==> config.mk <==
export PLATFORM = sky130hd
export DESIGN_NAME = jellyvl_divider_signed_adapter_flat
export DESIGN_NICKNAME = d
export VERILOG_FILES = /design/src/rtl/jellyvl_divider_signed_adapter_if.sv /design/src/rtl/jellyvl_divider_signed_adapter.sv /design/src/flat_wrapper.sv
export SDC_FILE = /design/constraint.sdc
export NUM_CORES = 1
export LEC_CHECK = 0
export CAP_MARGIN = 25
export CORE_MARGIN = 3
export CORE_UTILIZATION = 49
export CTS_CLUSTER_DIAMETER = 200
export CTS_CLUSTER_SIZE = 12
export DETAILED_ROUTE_END_ITERATION = 16
export GPL_TIMING_DRIVEN = 0
export PLACE_DENSITY = 0.86
export SLEW_MARGIN = 15
export SYNTH_ARGS = -nofsm -noshare
export SYNTH_HDL_FRONTEND = slang
export SYNTH_SLANG_ARGS = --single-unit
==> constraint.sdc <==
create_clock -name clk -period 18.65 [get_ports clk]
set_input_delay 2.7975 -clock clk [delete_from_list [all_inputs] [get_ports clk]]
set_output_delay 2.7975 -clock clk [all_outputs]
set_load 0.005 [all_outputs]
==> src/rtl/jellyvl_divider_signed_adapter_if.sv <==
// Operand/result handshake channel for the signed divider adapter.
// Field a carries dividend or quotient, field b carries divisor or remainder.
interface jellyvl_divider_signed_adapter_if #(
    parameter int AW = 32,
    parameter int BW = 32
);
    logic [AW-1:0] a;
    logic [BW-1:0] b;
    logic          valid;
    logic          ready;

    modport master (
        output a,
        output b,
        output valid,
        input  ready
    );

    modport slave (
        input  a,
        input  b,
        input  valid,
        output ready
    );
endinterface

==> src/rtl/jellyvl_divider_signed_adapter.sv <==
// Signed front/back end for the unsigned multicycle divider.
// Truncating (C) semantics; per-request sign info travels in a small FIFO.
module jellyvl_divider_signed_adapter #(
    parameter int DIVIDEND_WIDTH = 32,
    parameter int DIVISOR_WIDTH  = 32,
    parameter int FIFO_DEPTH     = 4
) (
    input  logic clk,
    input  logic reset,
    input  logic cke,
    jellyvl_divider_signed_adapter_if.slave  s_if,
    jellyvl_divider_signed_adapter_if.master d_if,
    jellyvl_divider_signed_adapter_if.slave  r_if,
    jellyvl_divider_signed_adapter_if.master m_if,
    output logic m_div0
);
    localparam int DW = DIVIDEND_WIDTH;
    localparam int VW = DIVISOR_WIDTH;
    localparam int PW = (FIFO_DEPTH > 1) ? $clog2(FIFO_DEPTH) : 1;
    localparam int CW = $clog2(FIFO_DEPTH + 1);
    localparam logic [CW-1:0] FULL = CW'(FIFO_DEPTH);

    typedef struct packed {
        logic neg_q;
        logic neg_r;
        logic div0;
    } sign_t;

    logic          d_valid_q, d_valid_d;
    logic [DW-1:0] d_dividend_q, d_dividend_d;
    logic [VW-1:0] d_divisor_q, d_divisor_d;
    logic          m_valid_q, m_valid_d;
    logic [DW-1:0] m_quot_q, m_quot_d;
    logic [VW-1:0] m_rem_q, m_rem_d;
    logic          m_div0_q, m_div0_d;
    logic [CW-1:0] count_q, count_d;
    logic [PW-1:0] wptr_q, wptr_d;
    logic [PW-1:0] rptr_q, rptr_d;
    sign_t         fifo_q [FIFO_DEPTH];
    sign_t         head;
    sign_t         push_ent;

    logic s_ready, s_fire, d_fire;
    logic r_ready, r_fire, m_fire;

    assign s_ready = (!d_valid_q || d_if.ready) && (count_q < FULL);
    assign r_ready = (!m_valid_q || m_if.ready) && (count_q != '0);
    assign s_fire  = cke && s_if.valid && s_ready;
    assign d_fire  = cke && d_valid_q && d_if.ready;
    assign r_fire  = cke && r_if.valid && r_ready;
    assign m_fire  = cke && m_valid_q && m_if.ready;

    assign head           = fifo_q[rptr_q];
    assign push_ent.neg_q = s_if.a[DW-1] ^ s_if.b[VW-1];
    assign push_ent.neg_r = s_if.a[DW-1];
    assign push_ent.div0  = (s_if.b == '0);

    always_comb begin
        d_valid_d    = d_valid_q;
        d_dividend_d = d_dividend_q;
        d_divisor_d  = d_divisor_q;
        m_valid_d    = m_valid_q;
        m_quot_d     = m_quot_q;
        m_rem_d      = m_rem_q;
        m_div0_d     = m_div0_q;
        count_d      = count_q;
        wptr_d       = wptr_q;
        rptr_d       = rptr_q;

        // Most negative value negates to itself, which is its correct unsigned magnitude
        if (s_fire) begin
            d_valid_d    = 1'b1;
            d_dividend_d = s_if.a[DW-1] ? -s_if.a : s_if.a;
            d_divisor_d  = s_if.b[VW-1] ? -s_if.b : s_if.b;
            wptr_d       = wptr_q + 1'b1;
        end else if (d_fire) begin
            d_valid_d = 1'b0;
        end

        if (r_fire) begin
            m_valid_d = 1'b1;
            m_quot_d  = head.neg_q ? -r_if.a : r_if.a;
            m_rem_d   = head.neg_r ? -r_if.b : r_if.b;
            m_div0_d  = head.div0;
            rptr_d    = rptr_q + 1'b1;
        end else if (m_fire) begin
            m_valid_d = 1'b0;
        end

        case ({s_fire, r_fire})
            2'b10:   count_d = count_q + 1'b1;
            2'b01:   count_d = count_q - 1'b1;
            default: count_d = count_q;
        endcase
    end

    always_ff @(posedge clk) begin
        if (reset) begin
            d_valid_q <= 1'b0;
            m_valid_q <= 1'b0;
            count_q   <= '0;
            wptr_q    <= '0;
            rptr_q    <= '0;
        end else begin
            d_valid_q <= d_valid_d;
            m_valid_q <= m_valid_d;
            count_q   <= count_d;
            wptr_q    <= wptr_d;
            rptr_q    <= rptr_d;
        end
    end

    always_ff @(posedge clk) begin
        d_dividend_q <= d_dividend_d;
        d_divisor_q  <= d_divisor_d;
        m_quot_q     <= m_quot_d;
        m_rem_q      <= m_rem_d;
        m_div0_q     <= m_div0_d;
        if (s_fire && !reset) begin
            fifo_q[wptr_q] <= push_ent;
        end
    end

    assign s_if.ready = s_ready;
    assign r_if.ready = r_ready;
    assign d_if.a     = d_dividend_q;
    assign d_if.b     = d_divisor_q;
    assign d_if.valid = d_valid_q;
    assign m_if.a     = m_quot_q;
    assign m_if.b     = m_rem_q;
    assign m_if.valid = m_valid_q;
    assign m_div0     = m_div0_q;
endmodule

==> src/flat_wrapper.sv <==
// flat-port wrapper written by rule: the top's interface ports become plain ports
module jellyvl_divider_signed_adapter_flat 
#(
    parameter int DIVIDEND_WIDTH = 32,
    parameter int DIVISOR_WIDTH  = 32,
    parameter int FIFO_DEPTH     = 4
)
  (clk, reset, cke, m_div0, s_if_a, s_if_b, s_if_valid, s_if_ready, d_if_a, d_if_b, d_if_valid, d_if_ready, r_if_a, r_if_b, r_if_valid, r_if_ready, m_if_a, m_if_b, m_if_valid, m_if_ready);
  jellyvl_divider_signed_adapter_if #(.AW(32), .BW(32)) s_if_i ();
  jellyvl_divider_signed_adapter_if #(.AW(32), .BW(32)) d_if_i ();
  jellyvl_divider_signed_adapter_if #(.AW(32), .BW(32)) r_if_i ();
  jellyvl_divider_signed_adapter_if #(.AW(32), .BW(32)) m_if_i ();
  input  logic clk;
  input  logic reset;
  input  logic cke;
  output logic m_div0;
  input wire logic [$bits(s_if_i.a)-1:0] s_if_a;
  input wire logic [$bits(s_if_i.b)-1:0] s_if_b;
  input wire logic [$bits(s_if_i.valid)-1:0] s_if_valid;
  output wire logic [$bits(s_if_i.ready)-1:0] s_if_ready;
  output wire logic [$bits(d_if_i.a)-1:0] d_if_a;
  output wire logic [$bits(d_if_i.b)-1:0] d_if_b;
  output wire logic [$bits(d_if_i.valid)-1:0] d_if_valid;
  input wire logic [$bits(d_if_i.ready)-1:0] d_if_ready;
  input wire logic [$bits(r_if_i.a)-1:0] r_if_a;
  input wire logic [$bits(r_if_i.b)-1:0] r_if_b;
  input wire logic [$bits(r_if_i.valid)-1:0] r_if_valid;
  output wire logic [$bits(r_if_i.ready)-1:0] r_if_ready;
  output wire logic [$bits(m_if_i.a)-1:0] m_if_a;
  output wire logic [$bits(m_if_i.b)-1:0] m_if_b;
  output wire logic [$bits(m_if_i.valid)-1:0] m_if_valid;
  input wire logic [$bits(m_if_i.ready)-1:0] m_if_ready;
  assign s_if_i.a = s_if_a;
  assign s_if_i.b = s_if_b;
  assign s_if_i.valid = s_if_valid;
  assign s_if_ready = s_if_i.ready;
  assign d_if_a = d_if_i.a;
  assign d_if_b = d_if_i.b;
  assign d_if_valid = d_if_i.valid;
  assign d_if_i.ready = d_if_ready;
  assign r_if_i.a = r_if_a;
  assign r_if_i.b = r_if_b;
  assign r_if_i.valid = r_if_valid;
  assign r_if_ready = r_if_i.ready;
  assign m_if_a = m_if_i.a;
  assign m_if_b = m_if_i.b;
  assign m_if_valid = m_if_i.valid;
  assign m_if_i.ready = m_if_ready;
  jellyvl_divider_signed_adapter #(.DIVIDEND_WIDTH(DIVIDEND_WIDTH), .DIVISOR_WIDTH(DIVISOR_WIDTH), .FIFO_DEPTH(FIFO_DEPTH)) u_core (.clk(clk), .reset(reset), .cke(cke), .s_if(s_if_i), .d_if(d_if_i), .r_if(r_if_i), .m_if(m_if_i), .m_div0(m_div0));
endmodule
Yosys cells after proc, flatten, opt, wreduce, memory -nomap -nowiden
Memories as Yosys holds them, arrays and structs flattened. A register that Yosys moved wholly into a read port is not among the register bits.
Index checks and enable logic that the tools add are counted.
Widths: inputs -> output; s select.
Storage, ports and cells
  register bits after elaboration: 138
  bits in writable memories: 12
  input bits: 135
  output and inout bits: 133
  logic and storage cells: 59
  memories: 1
Memory list
  u_core.fifo_q: words 4, width 3, read ports 1, clocked after Yosys merged registers in 1, write ports 1, line jellyvl_divider_signed_adapter.sv:39  | sign_t fifo_q [FIFO_DEPTH];
Cells by class
  $add $sub $neg: 8
  $lt $le $gt $ge: 1
  equality and inequality tests: 2
  mux-type cells: 13
  bitwise logic cells: 1
  reductions and logical operators: 21
Operator list (count)
  $neg 32->32: 4
  $mux 32: 2
  $mux 31: 2
  $logic_not 32->1: 1
  $logic_and 1x1->1: 11
  $mux 1: 6
  $pmux 3 s2: 1
  $reduce_bool 2->1: 3
  $add 2x1->2 const B: 2
  $mux 2: 2
  $add 3x1->3 const B: 1
  $logic_not 1->1: 3
  $lt 3x3->1 const B: 1
  $reduce_bool 3->1: 1
  $sub 3x1->3 const B: 1
  $eq 2x1->1 const B: 1
  $eq 2x2->1 const B: 1
  $logic_or 1x1->1: 2
  $xor 1x1->1: 1

Depth between registers and ports, before layout
  word-level depth: 7
  mapped depth: 9

Least setup slack after synthesis
No wires, ideal clock.
  kind: input-to-reg
  start point: input m_if_ready
  end point: register u_core.count_q[2]
  arrival time: 9.203 ns
  data required time: 18.579 ns
  setup slack: 9.376 ns
  stages on the path: 8
  cells stage by stage: nor2b_1 nor3_1 ha_1 inv_1 fa_1 xor2_1 or3_1 a21oi_1
On the way
  cells in the longest elaborated chain, start to end: 5
Ends and longest elaborated chain
  start, declared: line flat_wrapper.sv:32  | input wire logic [$bits(m_if_i.ready)-1:0] m_if_ready;
  $logic_or 1x1->1 *: line jellyvl_divider_signed_adapter.sv:47  | assign r_ready = (!m_valid_q || m_if.ready) && (count_q != '0);
  $logic_and 1x1->1 *: line jellyvl_divider_signed_adapter.sv:47
  $logic_and 1x1->1 *: line jellyvl_divider_signed_adapter.sv:50  | assign r_fire = cke && r_if.valid && r_ready;
  $eq 2x1->1 / $eq 2x2->1 (equally long branches): line jellyvl_divider_signed_adapter.sv:90  | case ({s_fire, r_fire})
  $pmux 3 s2 / $reduce_bool 2->1 (equally long branches)
  end signal, assigned: line jellyvl_divider_signed_adapter.sv:107  | count_q <= count_d;
  end, declared: line jellyvl_divider_signed_adapter.sv:36  | logic [CW-1:0] count_q, count_d;
Mark *: on every way between the ends. The rest lies on a longest branch, timed or not.
A chain may end at the register's enable or synchronous reset.

Worst setup path in the final report
  start point: input m_if_ready
  end point: output r_if_ready
On the way
  cells in the longest elaborated chain, start to end: 2
Ends and longest elaborated chain
  $logic_or 1x1->1: line jellyvl_divider_signed_adapter.sv:47
  $logic_and 1x1->1: line jellyvl_divider_signed_adapter.sv:47
  end, declared: line flat_wrapper.sv:28  | output wire logic [$bits(r_if_i.ready)-1:0] r_if_ready;
No other way between the ends.

==> out/qor.csv <==
stage;metric;value;unit
finish;final_core_util;73.5;%
synth;ys_seq_area_share;58.2;%
clocking;holdBufCountCts;0;
drt;post_drt_via_cell_ratio;5.57;
power;peakVddDrop;0.0000595;V
placement;portBuffers;266;
finish;drive_gt1_share;5.11;%
drt;routedWlPerCell;18.3;um
placement;dp_hpwl;15500;um
drt;ant_nets;0;
clocking;tritoncts;yes;
global_routing;grt_max_degree;65;
clocking;cts_root_buf;clkbuf_16;
global_routing;antenna_found_initial;0;
finish;seq_area;4450;um2
timing;finalSetupViolations;0;
placement;dp_slack;11.83;ns
setup_path;crit_path_end_kind;output pin;
finish;syn_to_final_growth;46.6;%
setup_path;path_class;in2out;
finish;multi_input_comb_area;3040;um2
setup_path;startpoint_type;input pin;
synth;synth_nets;761;
die;io_pins;268;
clocking;cts_buffers;17;
timing;period_needed;6.81;ns
timing;fin_tns_setup;0;ns
timing;max_slew.worst_pin.slew;0.792;ns
drt;remaining_drc_errors;0;
setup_path;worstPathMaxFanout;3;
drt;first_iter_violations;499;
timing;post-route-period-util;36.5;%
synth;ys_ff_latch;152;
timing;relSlewSlack;47.2;%
clocking;cts_max_level;4;
clocking;postCtsSetupRepairBufs;0;
drt;routed_wl;20700;um
clocking;postCtsResizedCells;0;
finish;fin_area;11200;um2
die;die_w;131;um
timing;drv_slew;0;
global_routing;grt.overflow.total;0;
timing;setup_ws;11.84;ns
die;die_h;131;um
global_routing;grt_pass1_vias;6285;
synth;synth_edf_count;141;
global_routing;grt_pass1_wl;31700;um
global_routing;grt_usage;23.9;%
finish;diodes;0;
die;core_area;15300;um2
die;initial_core_util;50.2;%
power;p_per_area;79.4;nW/um2
timing;fmax;0.147;GHz
hold_path;hold_class;reg2reg;
setup_path;worstPathRequired;15.85;ns
synth;ys_types;43;
die;row_count;45;
outcome;status;complete, no violations;
clocking;cts.sinks;152;
drt;dr.pass1.iters;8;
synth;synth-async-reset-ratio;0;%
timing;hold_viol;0;
synth;yosys_warnings;0;
synth;synth-main-ff-cell;edfxtp_1;
die;dieArea;17200;um2
job;max-cap-violations;0;
synth;syn_inst;616;
clocking;cts_buffer_depth;2;
placement;placed_area;10600;um2
clocking;clk_latency;0.42;ns
clocking;clkTransAtPathRegs;0.06;ns
synth;syn_area_per_cell;12.4;um2
timing;rsz0062_at_grt;false;
timing;skew;0.00817;ns
synth;syn-cell-area;7650;um2
finish;final_nets;1054;
drt;route.vias.total;6296;
power;p_leak;3.62;nW
finish;nFillCells;1026;
setup_path;cp.arrival;4.01;ns
placement;finalWeightedCongestion;0.850;
per-stage QoR:
stage | hold slack (ns) | total power [mW] | cells
after floorplan | 0.478 | 0.473 | 616
after global placement | 0.479 | 0.556 | 1093
after detailed placement | 0.492 | 0.560 | 1100
after CTS | 0.501 | 0.894 | 1130
after global routing | 0.542 | 0.921 | 1131
final | 0.507 | 0.890 | 1131
sequential cells by signal, summed over array words and instances (netlist names), named ones only:
name and flops:
u_core.m_if.valid 1, u_core.rptr_q 2, u_core.m_div0 1, u_core.d_if.valid 1, u_core.fifo_q 12, u_core.d_if.a 32, u_core.m_if.a 32, u_core.d_if.b 32
u_core.wptr_q 2, u_core.m_if.b 32, u_core.count_q 3
synthesized netlist by cell type, types with 4 or more instances:
cell,n,share of area (%)
dfxtp_1,11,2.9
nand2_1,34,1.7
a21oi_1,9,0.59
nor3_1,18,1.2
buf_1,4,0.20
nor4b_1,5,0.57
xor2_1,16,1.8
nand4_1,4,0.33
nand2b_1,8,0.65
o21ai_0,27,1.8
xnor2_1,106,12
a31oi_1,9,0.74
nand3_1,11,0.72
nor4_1,13,1.1
or4_1,14,1.4
edfxtp_1,141,55
ha_1,9,1.5
or2_2,4,0.33
mux2i_1,4,0.52
clkbuf_1,16,0.78
nor3b_1,5,0.49
or3_1,19,1.6
o31ai_1,42,4.1
nor2_1,26,1.3
o41ai_1,18,2.1
inv_1,20,0.98
layout by cell type, fill, tap and decap left out, drive strengths merged, types with 19 or more instances in the layout:
master / count
clkdlybuf4s50: 266
or3: 19
edfxtp: 141
o31ai: 42
o41ai: 20
o21ai: 27
inv: 20
nor2: 26
xnor2: 106
nand2: 34
clkbuf: 37
cell families after synthesis:
family,synth area share [%]
AOI/OAI and AO/OA,10.5
adders and majority gates,1.73
DFF,58.2
buffers and inverters,2.11
xor gates and xnor gates,14.0
muxes,1.26
and+or+nand+nor,12.2
power breakdown:
group          leakage, nW  internal, mW  switching [mW]
clock                0.268         0.207           0.130
sequential            1.39         0.399         0.00597
combinational         1.97        0.0816          0.0667
total                 3.62         0.688           0.202
worst max-delay path, cell delays in order:
cell and delay, ns:
clkdlybuf4s50_1 0.42, nor2b_1 0.25, nor2_1 0.08, clkdlybuf4s50_1 0.46
cell type report:
cell class / count / area share, %
plain buffers: 21 / 0.770
repair buffers: 274 / 24.3
clock buffers: 20 / 3.89
well taps: 211 / 2.35
multi-input cells: 423 / 27.1
clock inverters: 10 / 1.16
inverters: 20 / 0.691
flip-flops and latches: 152 / 39.7
final timing paths:
check                                                     from  slack (ns)                        endpoint  cells after the start
worst max-delay path                                m_if_ready       11.84                      r_if_ready                      4
worst max register to register  u_core.d_if.valid$_SDFFE_PP0P_       16.36  u_core.count_q[2]$_SDFFE_PP0P_                      8
worst min-delay path            u_core.d_if.valid$_SDFFE_PP0P_        0.51  u_core.d_if.valid$_SDFFE_PP0P_                      2
worst min register to register  u_core.d_if.valid$_SDFFE_PP0P_        0.51  u_core.d_if.valid$_SDFFE_PP0P_                      2
layer usage:
layer | part of all wire, % | vias to the layer above | global-route usage [%] | wire [um]
met5 | 0 | - | 0 | 0
met4 | 2.3 | 0 | 9.68 | 480
met3 | 12 | 43 | 9.59 | 2550
met2 | 49 | 361 | 40.2 | 10100
met1 | 36 | 2955 | 27.1 | 7540
li1 | - | 2937 | - | -
Note: power is estimated with default switching activity, not from simulation.
